**src/rtl/soma_scan.sv**
```systemverilog
`default_nettype none
// ==================================================================
// soma_scan : per-tik Vm threshold scan with SD clear and spike out
// Revision  : 1.0
// ==================================================================
module soma_scan #(
   parameter int NNW = 12,
   parameter int VW  = 20
) (
   input  logic           clk_SD,
   input  logic           rst_n,
   input  logic           tik,
   input  logic           cfg_en,
   input  logic [NNW-1:0] cfg_neuron_max,
   input  logic [VW-1:0]  cfg_vth,
   output logic [NNW-1:0] soma_sd_vm_addr,
   output logic           soma_sd_vld,
   output logic           soma_sd_clear,
   input  logic [VW-1:0]  sd_soma_vm,
   output logic [NNW-1:0] spk_id,
   output logic           spk_vld,
   input  logic           spk_rdy,
   output logic           busy,
   output logic           done,
   output logic           overrun
);

   typedef enum logic [2:0] {
      S_IDLE = 3'd0,
      S_READ = 3'd1,
      S_EVAL = 3'd2,
      S_HOLD = 3'd3,
      S_FIN  = 3'd4
   } state_t;

   state_t         state_q, state_d;
   logic [NNW-1:0] n_q, n_d;
   logic [NNW-1:0] max_q, max_d;
   logic [VW-1:0]  vth_q, vth_d;
   logic [NNW-1:0] spk_id_q, spk_id_d;
   logic           spk_vld_q, spk_vld_d;
   logic           busy_q, busy_d;
   logic           done_q, done_d;
   logic           overrun_q, overrun_d;

   logic fire, can_load, load, adv, rd_strobe;

   always_comb begin
      state_d   = state_q;
      n_d       = n_q;
      max_d     = max_q;
      vth_d     = vth_q;
      spk_id_d  = spk_id_q;
      done_d    = 1'b0;
      load      = 1'b0;
      adv       = 1'b0;
      rd_strobe = 1'b0;
      fire      = $signed(sd_soma_vm) >= $signed(vth_q);
      can_load  = ~spk_vld_q | spk_rdy;
      spk_vld_d = spk_vld_q & ~spk_rdy;
      overrun_d = overrun_q | (tik & (state_q != S_IDLE));

      case (state_q)
         S_IDLE: begin
            if (tik && cfg_en) begin
               state_d = S_READ;
               n_d     = '0;
               max_d   = cfg_neuron_max;
               vth_d   = cfg_vth;
            end
         end
         S_READ: begin
            rd_strobe = 1'b1;
            state_d   = S_EVAL;
         end
         S_EVAL: begin
            // A firing neuron stalls only when the spike slot cannot take it now;
            // the clear is deferred so Vm is never lost without a spike.
            if (fire && !can_load) begin
               state_d = S_HOLD;
            end else begin
               load = fire;
               adv  = 1'b1;
            end
         end
         S_HOLD: begin
            if (spk_rdy) begin
               load = 1'b1;
               adv  = 1'b1;
            end
         end
         S_FIN: begin
            if (!spk_vld_q) state_d = S_IDLE;
         end
         default: state_d = S_IDLE;
      endcase

      if (load) begin
         spk_vld_d = 1'b1;
         spk_id_d  = n_q;
      end
      if (adv) begin
         if (n_q == max_q) begin
            state_d = S_FIN;
            done_d  = 1'b1;
         end else begin
            n_d     = n_q + NNW'(1);
            state_d = S_READ;
         end
      end
      busy_d = (state_d != S_IDLE);
   end

   always_ff @(posedge clk_SD or negedge rst_n) begin
      if (!rst_n) begin
         state_q   <= S_IDLE;
         n_q       <= '0;
         max_q     <= '0;
         vth_q     <= '0;
         spk_id_q  <= '0;
         spk_vld_q <= 1'b0;
         busy_q    <= 1'b0;
         done_q    <= 1'b0;
         overrun_q <= 1'b0;
      end else begin
         state_q   <= state_d;
         n_q       <= n_d;
         max_q     <= max_d;
         vth_q     <= vth_d;
         spk_id_q  <= spk_id_d;
         spk_vld_q <= spk_vld_d;
         busy_q    <= busy_d;
         done_q    <= done_d;
         overrun_q <= overrun_d;
      end
   end

   assign soma_sd_vld     = rd_strobe | load;
   assign soma_sd_clear   = load;
   assign soma_sd_vm_addr = (rd_strobe | load) ? n_q : '0;
   assign spk_id          = spk_id_q;
   assign spk_vld         = spk_vld_q;
   assign busy            = busy_q;
   assign done            = done_q;
   assign overrun         = overrun_q;

endmodule
`default_nettype wire

```
**config.mk**
```make
export PLATFORM = sky130hd
export DESIGN_NAME = soma_scan
export DESIGN_NICKNAME = d
export VERILOG_FILES = /design/src/rtl/soma_scan.sv
export SDC_FILE = /design/constraint.sdc
export NUM_CORES = 1
export LEC_CHECK = 0
export CAP_MARGIN = 20
export CELL_PAD_IN_SITES_DETAIL_PLACEMENT = 2
export CELL_PAD_IN_SITES_GLOBAL_PLACEMENT = 2
export CORE_MARGIN = 2
export CORE_UTILIZATION = 32
export CTS_CLUSTER_DIAMETER = 150
export CTS_CLUSTER_SIZE = 30
export DETAILED_ROUTE_END_ITERATION = 6
export PLACE_DENSITY = 0.91
export SYNTH_ARGS = -nofsm -noshare
export SYNTH_HDL_FRONTEND = slang
export SYNTH_SLANG_ARGS = --single-unit
```
**constraint.sdc**
```tcl
create_clock -name clk_SD -period 5 [get_ports clk_SD]
set_input_delay 0.5 -clock clk_SD [delete_from_list [all_inputs] [get_ports clk_SD]]
set_output_delay 0.5 -clock clk_SD [all_outputs]
set_load 0.01 [all_outputs]
```
==> flow_results.xml, run 1 <==
<?xml version="1.0" encoding="UTF-8"?>
<metrics>
  <group name="critical_path">
    <metric name="required_time_of_the_critical_path" unit="ns">4.50</metric>
    <metric name="slowest_cp_cell" unit="">sky130_fd_sc_hd__o221ai_4</metric>
    <metric name="critical_path.cell_chain" unit="">clkdlybuf4s50_1, ha_1, nand4_1, nor4_2, o21ai_1, o21a_1, o21a_1, o221ai_4, a211oi_1, clkdlybuf4s50_1</metric>
    <metric name="setup.worst_path.class" unit="">in -&gt; out</metric>
    <metric name="timing.critical_path.to_type" unit="">primary output</metric>
    <metric name="cp.arrival" unit="ns">3.59</metric>
    <metric name="startpoint_type" unit="">primary input</metric>
    <metric name="cp_slowest_stage_delay" unit="ns">0.56</metric>
    <metric name="crit_path_max_fanout" unit="">20</metric>
  </group>
  <group name="sta">
    <metric name="number_of_failing_setup_endpoints_in_the_final_timing_report" unit="">0</metric>
    <metric name="timing_worst_slew_pin_value" unit="ns">0.9174</metric>
    <metric name="tns" unit="ns">0</metric>
    <metric name="post-route-min-period" unit="ns">4.093</metric>
    <metric name="min_period_over_period" unit="%">81.85</metric>
    <metric name="rsz0062_at_grt" unit="">false</metric>
    <metric name="final-max-slew-violation-count" unit="">0</metric>
    <metric name="slew_hr" unit="%">38.84</metric>
    <metric name="timing.clock.skew" unit="ns">0.008750</metric>
    <metric name="finalHoldViolations" unit="">0</metric>
    <metric name="fmax" unit="GHz">0.2443</metric>
  </group>
  <group name="cts">
    <metric name="htree_levels" unit="">3</metric>
    <metric name="clk_pin_slew" unit="ns">0.07</metric>
    <metric name="cts_hold_repair_buffers" unit="">0</metric>
    <metric name="cts_setup_buffers" unit="">0</metric>
    <metric name="ctsLongestPathBuffers" unit="">2</metric>
    <metric name="ctsResizeCount" unit="">0</metric>
    <metric name="clk_latency" unit="ns">0.35</metric>
    <metric name="cts_tree" unit="">done</metric>
    <metric name="cts_inserted_buffers" unit="">9</metric>
    <metric name="cts_sinks" unit="">63</metric>
    <metric name="cts-root-buf" unit="">sky130_fd_sc_hd__clkbuf_8</metric>
  </group>
  <group name="yosys">
    <metric name="ys_seq_elements" unit="">63</metric>
    <metric name="synth_area" unit="um^2">3438</metric>
    <metric name="synth_top_cell_by_area" unit="">sky130_fd_sc_hd__dfrtp_1</metric>
    <metric name="synth_ff_type" unit="">sky130_fd_sc_hd__dfrtp_1</metric>
    <metric name="synthesis.nets" unit="">445</metric>
    <metric name="asr_flop_ratio_synth" unit="%">100.0</metric>
    <metric name="synthCells" unit="">367</metric>
    <metric name="synth-edff-count" unit="">0</metric>
    <metric name="yosysUniqueCellTypes" unit="">39</metric>
    <metric name="yosysWarningCount" unit="">0</metric>
    <metric name="synth.top_cell.area_share" unit="%">45.85</metric>
    <metric name="syn_area_per_cell" unit="um^2">9.369</metric>
    <metric name="synth_area_leaders" unit="">sky130_fd_sc_hd__dfrtp_1, sky130_fd_sc_hd__nand2_1, sky130_fd_sc_hd__ha_1</metric>
    <metric name="yosysSeqAreaShare" unit="%">45.85</metric>
  </group>
  <group name="power_and_ir_drop">
    <metric name="peakVddDrop" unit="uV">234.8</metric>
    <metric name="totalPowerFinal" unit="uW">2487</metric>
    <metric name="power.density_cell_area" unit="nW/um^2">544.3</metric>
    <metric name="static_leakage" unit="uW">0.002056</metric>
  </group>
  <group name="grt">
    <metric name="maximum_number_of_pins_on_one_net_before_global_route_repair" unit="">64</metric>
    <metric name="first_global_vias" unit="">3440</metric>
    <metric name="grt_first_pass_wirelength" unit="um">18330</metric>
    <metric name="grt_use_total" unit="%">20.77</metric>
    <metric name="grt.overflow.total" unit="">0</metric>
    <metric name="grt_antenna_before_repair" unit="">0</metric>
  </group>
  <group name="layout">
    <metric name="drive_above_1_share" unit="%">7.743</metric>
    <metric name="areaGrowthSynthToFinish" unit="%">32.90</metric>
    <metric name="finish.net_count" unit="">527</metric>
    <metric name="count_of_fill_cells_added_during_filler_insertion" unit="">1146</metric>
    <metric name="num_antenna_cells" unit="">0</metric>
  </group>
  <group name="detailed_routing">
    <metric name="detailedRoute.firstPassIterationCount" unit="">4</metric>
    <metric name="wl_per_cell" unit="um">18.56</metric>
    <metric name="drt_first_iter_violations" unit="">107</metric>
    <metric name="vias_per_cell" unit="">5.119</metric>
    <metric name="wirelength_routed" unit="um">10910</metric>
    <metric name="drc" unit="">0</metric>
    <metric name="routed-wl-met2" unit="um">5608</metric>
    <metric name="top_layer" unit="">met4</metric>
    <metric name="metal3_wl" unit="um">571</metric>
    <metric name="detail-route-antenna-nets" unit="">0</metric>
    <metric name="wl_met1" unit="um">4545</metric>
    <metric name="via_count" unit="">3010</metric>
  </group>
  <group name="job">
    <metric name="number_of_max_cap_violations" unit="">0</metric>
  </group>
  <group name="floorplanning">
    <metric name="floorplan.rows" unit="">37</metric>
    <metric name="die-area" unit="um^2">11590</metric>
    <metric name="die_w" unit="um">107.7</metric>
    <metric name="design.portCount" unit="">87</metric>
    <metric name="core_area" unit="um^2">10370</metric>
    <metric name="floorplan.initialDensity" unit="%">33.16</metric>
    <metric name="die_height" unit="um">107.7</metric>
  </group>
  <group name="placed_design">
    <metric name="port-buffer-count" unit="">86</metric>
    <metric name="hpwlAfterDp" unit="um">8060</metric>
    <metric name="globalplace.congestion" unit="">0.7887</metric>
  </group>
  <group name="outcome">
    <metric name="status" unit="">complete, no violations</metric>
  </group>
  <group name="worst_hold_path">
    <metric name="type_of_the_tightest_min_delay_check" unit="">in -&gt; async</metric>
  </group>
</metrics>
==> registers in the layout, summed over array words and instances (netlist names) <==
| signal | count |
|---|---|
| done | 1 |
| busy | 1 |
| overrun | 1 |
| max_q | 12 |
| spk_id | 12 |
| state_q | 3 |
| vth_q | 20 |
| spk_vld | 1 |
| n_q | 12 |
==> layer usage <==
layer	up-vias	GRT usage (%)
met5	-	0
li1	1422	-
met1	1484	24.85
met4	0	7.784
met3	15	3.692
met2	89	36.97
==> layout by cell type, fill, tap and decap left out, types with 8 or more instances in the layout <==
cell type / instances
sky130_fd_sc_hd__xor2_1: 12
sky130_fd_sc_hd__nand2_1: 71
sky130_fd_sc_hd__mux2_2: 8
sky130_fd_sc_hd__ha_1: 21
sky130_fd_sc_hd__dfrtp_1: 63
sky130_fd_sc_hd__a211oi_1: 14
sky130_fd_sc_hd__clkbuf_8: 11
sky130_fd_sc_hd__nand4_1: 11
sky130_fd_sc_hd__o21ai_0: 25
sky130_fd_sc_hd__a21oi_1: 9
sky130_fd_sc_hd__nand3_1: 10
sky130_fd_sc_hd__nor2_1: 14
sky130_fd_sc_hd__inv_1: 37
sky130_fd_sc_hd__clkdlybuf4s50_1: 85
==> worst max-delay path, delay by kind of cell <==
family | cells | cell delay (ns)
adder cells (fa/ha/maj) | 1 | 0.34
AO/OA/AOI/OAI | 5 | 1.28
AND/OR/NAND/NOR | 2 | 0.52
buffers and inverters | 2 | 0.94
==> power by group <==
part           switching [uW]  total (uW)  internal, uW  leakage, uW
Clock                     193         394           201    0.0000854
Combinational             637        1170           532      0.00117
Sequential                202         924           722     0.000798
==> path summary, 6_finish.rpt <==
kind | end | startpoint | cells past startpoint | slack [ns]
max in group asynchronous | spk_id[4] | rst_n | 2 | 4.12
worst min-delay path | vth_q[11] | rst_n | 2 | 0.33
worst max register to register | spk_id[3] | vth_q[19] | 10 | 1.85
worst min register to register | overrun | overrun | 1 | 0.48
worst max-delay path | soma_sd_vm_addr[1] | sd_soma_vm[19] | 10 | 0.91
min in group clk_SD | overrun | overrun | 1 | 0.48
==> cell type report <==
| class | count | area (um^2) | share of cell area, % |
|---|---|---|---|
| Clock buffer | 13 | 158.9 | 3.478 |
| Clock inverter | 1 | 5.005 | 0.1095 |
| Inverter | 37 | 138.9 | 3.039 |
| Multi-Input combinational cell | 249 | 1642 | 35.93 |
| Sequential cell | 63 | 1577 | 34.50 |
| Tap cell | 136 | 170.2 | 3.724 |
| Timing Repair Buffer | 89 | 878.3 | 19.22 |
==> logic make-up after synthesis <==
| group | synth area share [%] |
|---|---|
| muxes | 5.968 |
| DFF | 45.85 |
| buffers and inverters | 6.441 |
| AOI/OAI and AO/OA | 13.57 |
| adders and majority gates | 7.642 |
| xor gates and xnor gates | 3.566 |
| and+or+nand+nor | 16.96 |
==> metrics by stage <==
| step | worst slack [ns] | hold WS [ns] | instance area, um^2 | std cells | util (%) |
|---|---|---|---|---|---|
| 2_1_floorplan | 2.006 | 0.2044 | 3438 | 367 | - |
| 3_3_place_gp | 1.022 | 0.4704 | 4405 | 574 | 42.48 |
| 3_5_place_dp | 0.8621 | 0.4691 | 4405 | 574 | 42.48 |
| 4_1_cts | 0.8558 | 0.3642 | 4569 | 588 | 44.06 |
| 5_1_grt | 0.6603 | 0.3958 | 4569 | 588 | 44.06 |
| 6_report | 0.9073 | 0.3277 | 4569 | 588 | 44.06 |
==> synthesized netlist by cell type (2+ instances only) <==
cell / count
sky130_fd_sc_hd__nand4_1: 11
sky130_fd_sc_hd__o221ai_1: 6
sky130_fd_sc_hd__a21oi_1: 9
sky130_fd_sc_hd__inv_1: 37
sky130_fd_sc_hd__o21ai_0: 25
sky130_fd_sc_hd__o211ai_1: 3
sky130_fd_sc_hd__mux2_4: 5
sky130_fd_sc_hd__nor2_1: 14
sky130_fd_sc_hd__xor2_1: 12
sky130_fd_sc_hd__ha_1: 21
sky130_fd_sc_hd__nor4_1: 5
sky130_fd_sc_hd__dfrtp_1: 63
sky130_fd_sc_hd__nand2b_1: 3
sky130_fd_sc_hd__xnor2_1: 2
sky130_fd_sc_hd__mux2_2: 8
sky130_fd_sc_hd__and2_1: 2
sky130_fd_sc_hd__nand3_1: 10
sky130_fd_sc_hd__nor2b_1: 3
sky130_fd_sc_hd__or3_1: 2
sky130_fd_sc_hd__nand2_1: 71
sky130_fd_sc_hd__buf_2: 3
sky130_fd_sc_hd__clkbuf_1: 14
sky130_fd_sc_hd__o2111ai_1: 3
sky130_fd_sc_hd__mux2i_1: 4
sky130_fd_sc_hd__o21a_1: 2
sky130_fd_sc_hd__nor3_1: 2
sky130_fd_sc_hd__and3_1: 2
sky130_fd_sc_hd__a211oi_1: 14
Note: power is estimated with default switching activity, not from simulation.
==> run 2: changes to the inputs <==
--- a/config.mk
+++ b/config.mk
@@ -9,11 +9,11 @@
 export CELL_PAD_IN_SITES_DETAIL_PLACEMENT = 2
 export CELL_PAD_IN_SITES_GLOBAL_PLACEMENT = 2
 export CORE_MARGIN = 2
-export CORE_UTILIZATION = 32
+export CORE_UTILIZATION = 30
 export CTS_CLUSTER_DIAMETER = 150
 export CTS_CLUSTER_SIZE = 30
 export DETAILED_ROUTE_END_ITERATION = 6
-export PLACE_DENSITY = 0.91
+export PLACE_DENSITY = 0.86
 export SYNTH_ARGS = -nofsm -noshare
 export SYNTH_HDL_FRONTEND = slang
 export SYNTH_SLANG_ARGS = --single-unit
==> constraint.sdc (replaced) <==
create_clock -name clk_SD -period 3.9 [get_ports clk_SD]
set_input_delay 0.39 -clock clk_SD [delete_from_list [all_inputs] [get_ports clk_SD]]
set_output_delay 0.39 -clock clk_SD [all_outputs]
set_load 0.01 [all_outputs]
==> flow_results.xml, run 2 (same netlist as run 1, synthesis figures left out) <==
<?xml version="1.0" encoding="UTF-8"?>
<metrics>
  <group name="sta">
    <metric name="finalHoldViolations" unit="">0</metric>
    <metric name="final-max-slew-violation-count" unit="">0</metric>
    <metric name="timing.clock.skew" unit="ns">0.005321</metric>
    <metric name="min_period_over_period" unit="%">94.50</metric>
    <metric name="tns" unit="ns">0</metric>
    <metric name="post-route-min-period" unit="ns">3.685</metric>
    <metric name="timing_worst_slew_pin_value" unit="ns">0.7025</metric>
    <metric name="number_of_failing_setup_endpoints_in_the_final_timing_report" unit="">0</metric>
    <metric name="fmax" unit="GHz">0.2713</metric>
    <metric name="rsz0062_at_grt" unit="">false</metric>
    <metric name="slew_hr" unit="%">53.16</metric>
  </group>
  <group name="detailed_routing">
    <metric name="vias_per_cell" unit="">5.035</metric>
    <metric name="wl_per_cell" unit="um">18.29</metric>
    <metric name="via_count" unit="">3021</metric>
    <metric name="drc" unit="">0</metric>
    <metric name="drt_first_iter_violations" unit="">78</metric>
    <metric name="detail-route-antenna-nets" unit="">0</metric>
    <metric name="wirelength_routed" unit="um">10970</metric>
    <metric name="detailedRoute.firstPassIterationCount" unit="">4</metric>
  </group>
  <group name="critical_path">
    <metric name="cp.arrival" unit="ns">3.30</metric>
    <metric name="crit_path_max_fanout" unit="">27</metric>
    <metric name="critical_path.cell_chain" unit="">clkdlybuf4s50_1, ha_1, nand4_1, nor4_2, o21ai_1, o211ai_1, o21a_1, o221ai_4, buf_12, a21oi_1, clkdlybuf4s50_1</metric>
    <metric name="slowest_cp_cell" unit="">sky130_fd_sc_hd__clkdlybuf4s50_1</metric>
    <metric name="timing.critical_path.to_type" unit="">primary output</metric>
    <metric name="cp_slowest_stage_delay" unit="ns">0.58</metric>
    <metric name="startpoint_type" unit="">primary input</metric>
    <metric name="setup.worst_path.class" unit="">in -&gt; out</metric>
    <metric name="required_time_of_the_critical_path" unit="ns">3.51</metric>
    <metric name="path_common_cell" unit="">sky130_fd_sc_hd__clkdlybuf4s50_1</metric>
  </group>
  <group name="grt">
    <metric name="maximum_number_of_pins_on_one_net_before_global_route_repair" unit="">45</metric>
    <metric name="grt_first_pass_wirelength" unit="um">18130</metric>
    <metric name="grt_use_total" unit="%">18.52</metric>
    <metric name="grt_antenna_before_repair" unit="">0</metric>
    <metric name="first_global_vias" unit="">3444</metric>
    <metric name="grt.overflow.total" unit="">0</metric>
  </group>
  <group name="job">
    <metric name="number_of_max_cap_violations" unit="">0</metric>
  </group>
  <group name="layout">
    <metric name="stdcell_area" unit="um^2">4776</metric>
    <metric name="num_antenna_cells" unit="">0</metric>
    <metric name="largest_register_ffs" unit="">20</metric>
    <metric name="drive_above_1_share" unit="%">8.972</metric>
    <metric name="finish.net_count" unit="">533</metric>
    <metric name="non_filler_cells_in_the_finished_layout" unit="">600</metric>
    <metric name="layout_commonest_cell" unit="">sky130_fd_sc_hd__clkdlybuf4s50_1</metric>
    <metric name="count_of_fill_cells_added_during_filler_insertion" unit="">1225</metric>
    <metric name="final_cell_mix" unit="">sky130_fd_sc_hd__clkdlybuf4s50_1, sky130_fd_sc_hd__nand2_1, sky130_fd_sc_hd__dfrtp_1</metric>
    <metric name="top_register" unit="">vth_q</metric>
    <metric name="areaGrowthSynthToFinish" unit="%">38.90</metric>
  </group>
  <group name="cts">
    <metric name="htree_levels" unit="">3</metric>
    <metric name="cts_inserted_buffers" unit="">9</metric>
    <metric name="ctsLongestPathBuffers" unit="">2</metric>
    <metric name="clk_pin_slew" unit="ns">0.05</metric>
    <metric name="cts_sinks" unit="">63</metric>
    <metric name="clk_latency" unit="ns">0.33</metric>
    <metric name="cts_tree" unit="">done</metric>
    <metric name="cts-root-buf" unit="">sky130_fd_sc_hd__clkbuf_16</metric>
  </group>
  <group name="placed_design">
    <metric name="hpwlAfterDp" unit="um">8047</metric>
    <metric name="post_dp_cell_area" unit="um^2">4457</metric>
    <metric name="placedCellCount" unit="">585</metric>
    <metric name="globalplace.congestion" unit="">0.8398</metric>
    <metric name="port-buffer-count" unit="">86</metric>
  </group>
  <group name="power_and_ir_drop">
    <metric name="static_leakage" unit="uW">0.002349</metric>
    <metric name="logic_pwr_share" unit="%">45.1</metric>
    <metric name="clock_power_share" unit="%">20.6</metric>
    <metric name="total_internal_power" unit="uW">2072</metric>
    <metric name="peakVddDrop" unit="uV">296.2</metric>
    <metric name="total_switching_power" unit="uW">1339</metric>
    <metric name="power.density_cell_area" unit="nW/um^2">714.3</metric>
    <metric name="power.switching_fraction" unit="%">39.26</metric>
    <metric name="sequentialPowerShare" unit="%">34.3</metric>
  </group>
  <group name="floorplanning">
    <metric name="die_height" unit="um">111.1</metric>
    <metric name="floorplan.initialDensity" unit="%">30.37</metric>
    <metric name="design.portCount" unit="">87</metric>
    <metric name="die-area" unit="um^2">12330</metric>
    <metric name="core_area" unit="um^2">11320</metric>
    <metric name="floorplan.rows" unit="">39</metric>
    <metric name="die_w" unit="um">111.1</metric>
  </group>
  <group name="worst_hold_path">
    <metric name="type_of_the_tightest_min_delay_check" unit="">in -&gt; async</metric>
  </group>
  <group name="outcome">
    <metric name="status" unit="">complete, no violations</metric>
  </group>
</metrics>
## run 2: changes by cell type in the layout (fill, tap and decap cells not counted), sizes merged
cell	change
clkbuf	-2
buf	+5
dlymetal6s2s	+12
clkdlybuf4s50	-12
clkinv	+1
dlygate4sd3	+1
## run 2: worst paths after layout
check                                from          end  slack (ns)  cells after the start
setup / recovery           sd_soma_vm[15]  soma_sd_vld        0.21                     11
max in group asynchronous           rst_n    vth_q[15]        2.59                      4
hold reg to reg                  max_q[4]     max_q[4]        0.50                      2
setup reg to reg                vth_q[15]       n_q[2]        1.19                     10
hold / removal                      rst_n    vth_q[11]        0.48                      2
min in group clk_SD              max_q[4]     max_q[4]        0.50                      2
## run 2: power by group through the flow
| stage | clock (uW) | sequential (uW) | combinational (uW) |
|---|---|---|---|
| detailed placement | 0 | 1180 | 1550 |
| global placement | 0 | 1170 | 1450 |
| global route | 751 | 1210 | 1720 |
| floorplan | 0 | 1100 | 975 |
| CTS | 728 | 1180 | 1580 |
| finish | 703 | 1170 | 1540 |
## run 2: final cells by class
class / count / area, um^2 / area share (%)
sequential: 63 / 1577 / 33.01
tap: 143 / 178.9 / 3.746
clock inverter: 2 / 10.01 / 0.2096
clock buffer: 11 / 242.7 / 5.083
multi-input combinational: 249 / 1648 / 34.50
timing repair buffer: 95 / 980.9 / 20.54
inverter: 37 / 138.9 / 2.908
## run 2: timing repair
item                                   in CTS  in global routing
endpoints found under the hold margin       0                  8
pin swaps                                   1                  1
setup endpoints to repair                   1                 11
hold buffers                                0                  1
resized for setup                           1                 12
buffers inserted                            0                  0
## run 2: critical path: cells and delay by family
kind	cells	cell delay, ns
adder cells (fa/ha/maj)	1	0.32
AO/OA/AOI/OAI	5	0.85
buffers and inverters	3	1.19
AND/OR/NAND/NOR	2	0.54
## run 2: stage by stage
| stage | worst slack (ns) | total power (uW) | util (%) | hold WS, ns |
|---|---|---|---|---|
| 2_1_floorplan | 1.126 | 2078 | - | 0.09441 |
| 3_5_place_dp | -0.02225 | 2735 | 39.37 | 0.4986 |
| 3_3_place_gp | 0.1644 | 2624 | 39.37 | 0.4754 |
| 5_1_grt | 0.05433 | 3686 | 42.19 | 0.4912 |
| 4_1_cts | 0.03550 | 3482 | 41.66 | 0.3031 |
| 6_report | 0.2146 | 3411 | 42.19 | 0.4776 |
## run 2: routing by layer
metal | vias up | part of all wire (%) | global-route usage (%) | routed length [um]
met2 | 76 | 51 | 32.80 | 5574
li1 | 1430 | - | - | -
met5 | - | 0 | 0 | 0
met4 | 0 | 1.4 | 5.844 | 157
met1 | 1501 | 43 | 22.42 | 4743
met3 | 14 | 4.5 | 4.155 | 499
==> run 3: changes to the inputs <==
--- a/config.mk
+++ b/config.mk
@@ -14,6 +14,7 @@
 export CTS_CLUSTER_SIZE = 30
 export DETAILED_ROUTE_END_ITERATION = 6
 export PLACE_DENSITY = 0.86
+export SLEW_MARGIN = 20
 export SYNTH_ARGS = -nofsm -noshare
 export SYNTH_HDL_FRONTEND = slang
 export SYNTH_SLANG_ARGS = --single-unit
==> flow_results.xml, run 3 (same netlist as run 1, synthesis figures left out) <==
<?xml version="1.0" encoding="UTF-8"?>
<metrics>
  <group name="cts">
    <metric name="ctsLongestPathBuffers" unit="">2</metric>
    <metric name="cts_setup_buffers" unit="">0</metric>
    <metric name="cts-root-buf" unit="">sky130_fd_sc_hd__clkbuf_16</metric>
    <metric name="clk_pin_slew" unit="ns">0.05</metric>
    <metric name="htree_levels" unit="">3</metric>
    <metric name="cts_sinks" unit="">63</metric>
    <metric name="cts_inserted_buffers" unit="">9</metric>
    <metric name="clk_latency" unit="ns">0.33</metric>
    <metric name="cts_tree" unit="">done</metric>
  </group>
  <group name="placed_design">
    <metric name="placement.setup.worst_slack" unit="ns">-0.02225</metric>
    <metric name="hpwlAfterDp" unit="um">8047</metric>
    <metric name="globalplace.congestion" unit="">0.8398</metric>
    <metric name="port-buffer-count" unit="">86</metric>
  </group>
  <group name="grt">
    <metric name="first_global_vias" unit="">3444</metric>
    <metric name="grt_first_pass_wirelength" unit="um">18130</metric>
    <metric name="maximum_number_of_pins_on_one_net_before_global_route_repair" unit="">45</metric>
    <metric name="grt_antenna_before_repair" unit="">0</metric>
    <metric name="grt_use_total" unit="%">18.52</metric>
    <metric name="grt.overflow.total" unit="">0</metric>
  </group>
  <group name="layout">
    <metric name="largest_register_ffs" unit="">20</metric>
    <metric name="finish.net_count" unit="">531</metric>
    <metric name="area_of_the_multi_input_gates" unit="um^2">1648</metric>
    <metric name="sequential_standard_cell_area" unit="um^2">1577</metric>
    <metric name="drive_above_1_share" unit="%">8.791</metric>
    <metric name="areaGrowthSynthToFinish" unit="%">38.10</metric>
    <metric name="layout_commonest_cell" unit="">sky130_fd_sc_hd__clkdlybuf4s50_1</metric>
    <metric name="count_of_fill_cells_added_during_filler_insertion" unit="">1227</metric>
    <metric name="num_antenna_cells" unit="">0</metric>
    <metric name="top_register" unit="">vth_q</metric>
    <metric name="final_cell_mix" unit="">sky130_fd_sc_hd__clkdlybuf4s50_1, sky130_fd_sc_hd__nand2_1, sky130_fd_sc_hd__dfrtp_1</metric>
  </group>
  <group name="sta">
    <metric name="worst_path_setup_slack_after_routing" unit="ns">0.2109</metric>
    <metric name="min_period_over_period" unit="%">94.59</metric>
    <metric name="fmax" unit="GHz">0.2711</metric>
    <metric name="rsz0062_at_grt" unit="">false</metric>
    <metric name="timing_worst_slew_pin_value" unit="ns">0.7035</metric>
    <metric name="fin_hold_ws" unit="ns">0.06366</metric>
    <metric name="finalHoldViolations" unit="">0</metric>
    <metric name="slew_hr" unit="%">53.10</metric>
    <metric name="post-route-min-period" unit="ns">3.689</metric>
    <metric name="tns" unit="ns">0</metric>
    <metric name="timing.clock.skew" unit="ns">0.006608</metric>
    <metric name="final-max-slew-violation-count" unit="">0</metric>
    <metric name="number_of_failing_setup_endpoints_in_the_final_timing_report" unit="">0</metric>
  </group>
  <group name="detailed_routing">
    <metric name="drt_first_iter_violations" unit="">100</metric>
    <metric name="via_count" unit="">3025</metric>
    <metric name="drc" unit="">0</metric>
    <metric name="detailedRoute.firstPassIterationCount" unit="">4</metric>
    <metric name="detail-route-antenna-nets" unit="">0</metric>
    <metric name="wirelength_routed" unit="um">10910</metric>
    <metric name="vias_per_cell" unit="">5.059</metric>
    <metric name="wl_per_cell" unit="um">18.24</metric>
  </group>
  <group name="power_and_ir_drop">
    <metric name="peakVddDrop" unit="uV">296.6</metric>
    <metric name="static_leakage" unit="uW">0.002336</metric>
    <metric name="power.density_cell_area" unit="nW/um^2">717.1</metric>
  </group>
  <group name="critical_path">
    <metric name="worst_path_buf_inv" unit="">3</metric>
    <metric name="required_time_of_the_critical_path" unit="ns">3.51</metric>
    <metric name="startpoint_type" unit="">primary input</metric>
    <metric name="critical_path.cell_chain" unit="">clkdlybuf4s50_1, ha_1, nand4_1, nor4_2, o21ai_1, o211ai_1, o21a_1, o221ai_4, buf_12, a21oi_1, clkdlybuf4s50_1</metric>
    <metric name="slowest_cp_cell" unit="">sky130_fd_sc_hd__clkdlybuf4s50_1</metric>
    <metric name="setup.worst_path.class" unit="">in -&gt; out</metric>
    <metric name="crit_path_max_fanout" unit="">27</metric>
    <metric name="cp.arrival" unit="ns">3.30</metric>
    <metric name="timing.critical_path.to_type" unit="">primary output</metric>
    <metric name="cp_slowest_stage_delay" unit="ns">0.58</metric>
    <metric name="worst-path-stages" unit="">11</metric>
    <metric name="path_common_cell" unit="">sky130_fd_sc_hd__clkdlybuf4s50_1</metric>
    <metric name="top_cell_family_by_delay_on_the_critical_path" unit="">buffers and inverters</metric>
    <metric name="worstRegToRegCells" unit="">10</metric>
  </group>
  <group name="floorplanning">
    <metric name="die_height" unit="um">111.1</metric>
    <metric name="core_area" unit="um^2">11320</metric>
    <metric name="die_w" unit="um">111.1</metric>
    <metric name="floorplan.initialDensity" unit="%">30.37</metric>
    <metric name="design.portCount" unit="">87</metric>
    <metric name="floorplan.rows" unit="">39</metric>
    <metric name="die-area" unit="um^2">12330</metric>
  </group>
  <group name="outcome">
    <metric name="status" unit="">complete, no violations</metric>
  </group>
  <group name="worst_hold_path">
    <metric name="type_of_the_tightest_min_delay_check" unit="">in -&gt; async</metric>
  </group>
  <group name="job">
    <metric name="number_of_max_cap_violations" unit="">0</metric>
  </group>
</metrics>
[run 3: changes by cell type in the layout (fill, tap and decap cells not counted), sizes merged]
cell         before  now
dlygate4sd3       1    0
buf               9    8
[run 3: layout make-up]
cell class / instances / share of cell area, %
Clock buffer: 11 / 5.112
Clock inverter: 2 / 0.2108
Inverter: 37 / 2.925
Multi-Input combinational cell: 249 / 34.70
Sequential cell: 63 / 33.20
Tap cell: 143 / 3.768
Timing Repair Buffer: 93 / 20.08
[run 3: metal layers]
metal | wire length [um] | vias to the layer above | global-route usage (%)
met2 | 5557 | 77 | 32.80
li1 | - | 1426 | -
met4 | 151 | 0 | 5.844
met3 | 496 | 11 | 4.155
met5 | 0 | - | 0
met1 | 4700 | 1511 | 22.42
[run 3: per-stage QoR]
stage               instances  utilization, %  total power, uW  instance area [um^2]
floorplan                 367               -             2078                  3438
global placement          585           39.37             2624                  4457
detailed placement        585           39.37             2735                  4457
CTS                       598           41.66             3482                  4716
global route              598           41.94             3683                  4748
finish                    598           41.94             3405                  4748
[run 3: worst reg2reg max path, stage by stage, from the launching register on]
cell and delay, ns:
sky130_fd_sc_hd__dfrtp_1 0.32, sky130_fd_sc_hd__inv_1 0.05, sky130_fd_sc_hd__ha_1 0.31, sky130_fd_sc_hd__nand4_1 0.16, sky130_fd_sc_hd__nor4_2 0.38, sky130_fd_sc_hd__o21ai_1 0.15
sky130_fd_sc_hd__o21a_1 0.20, sky130_fd_sc_hd__o2111ai_1 0.28, sky130_fd_sc_hd__nand3_1 0.34, sky130_fd_sc_hd__buf_4 0.28, sky130_fd_sc_hd__o221ai_1 0.16
[run 3: power breakdown]
group	total (uW)	switching, uW	internal (uW)
clock	702	268	434
sequential	1170	243	927
combinational	1530	824	709
[run 3: final timing paths]
path | start | endpoint | slack, ns
max | sd_soma_vm[15] | soma_sd_vld | 0.21
min | rst_n | vth_q[11] | 0.06
max reg2reg | vth_q[15] | n_q[2] | 1.17
min reg2reg | max_q[4] | max_q[4] | 0.50
max in group asynchronous | rst_n | vth_q[15] | 3.10
min in group clk_SD | max_q[4] | max_q[4] | 0.50
[run 3: timing repair]
| action | CTS | global route |
|---|---|---|
| setup endpoints to repair | 1 | 11 |
| gates resized for setup | 1 | 12 |
| hold buffers | 0 | 0 |
| pin swaps | 1 | 1 |
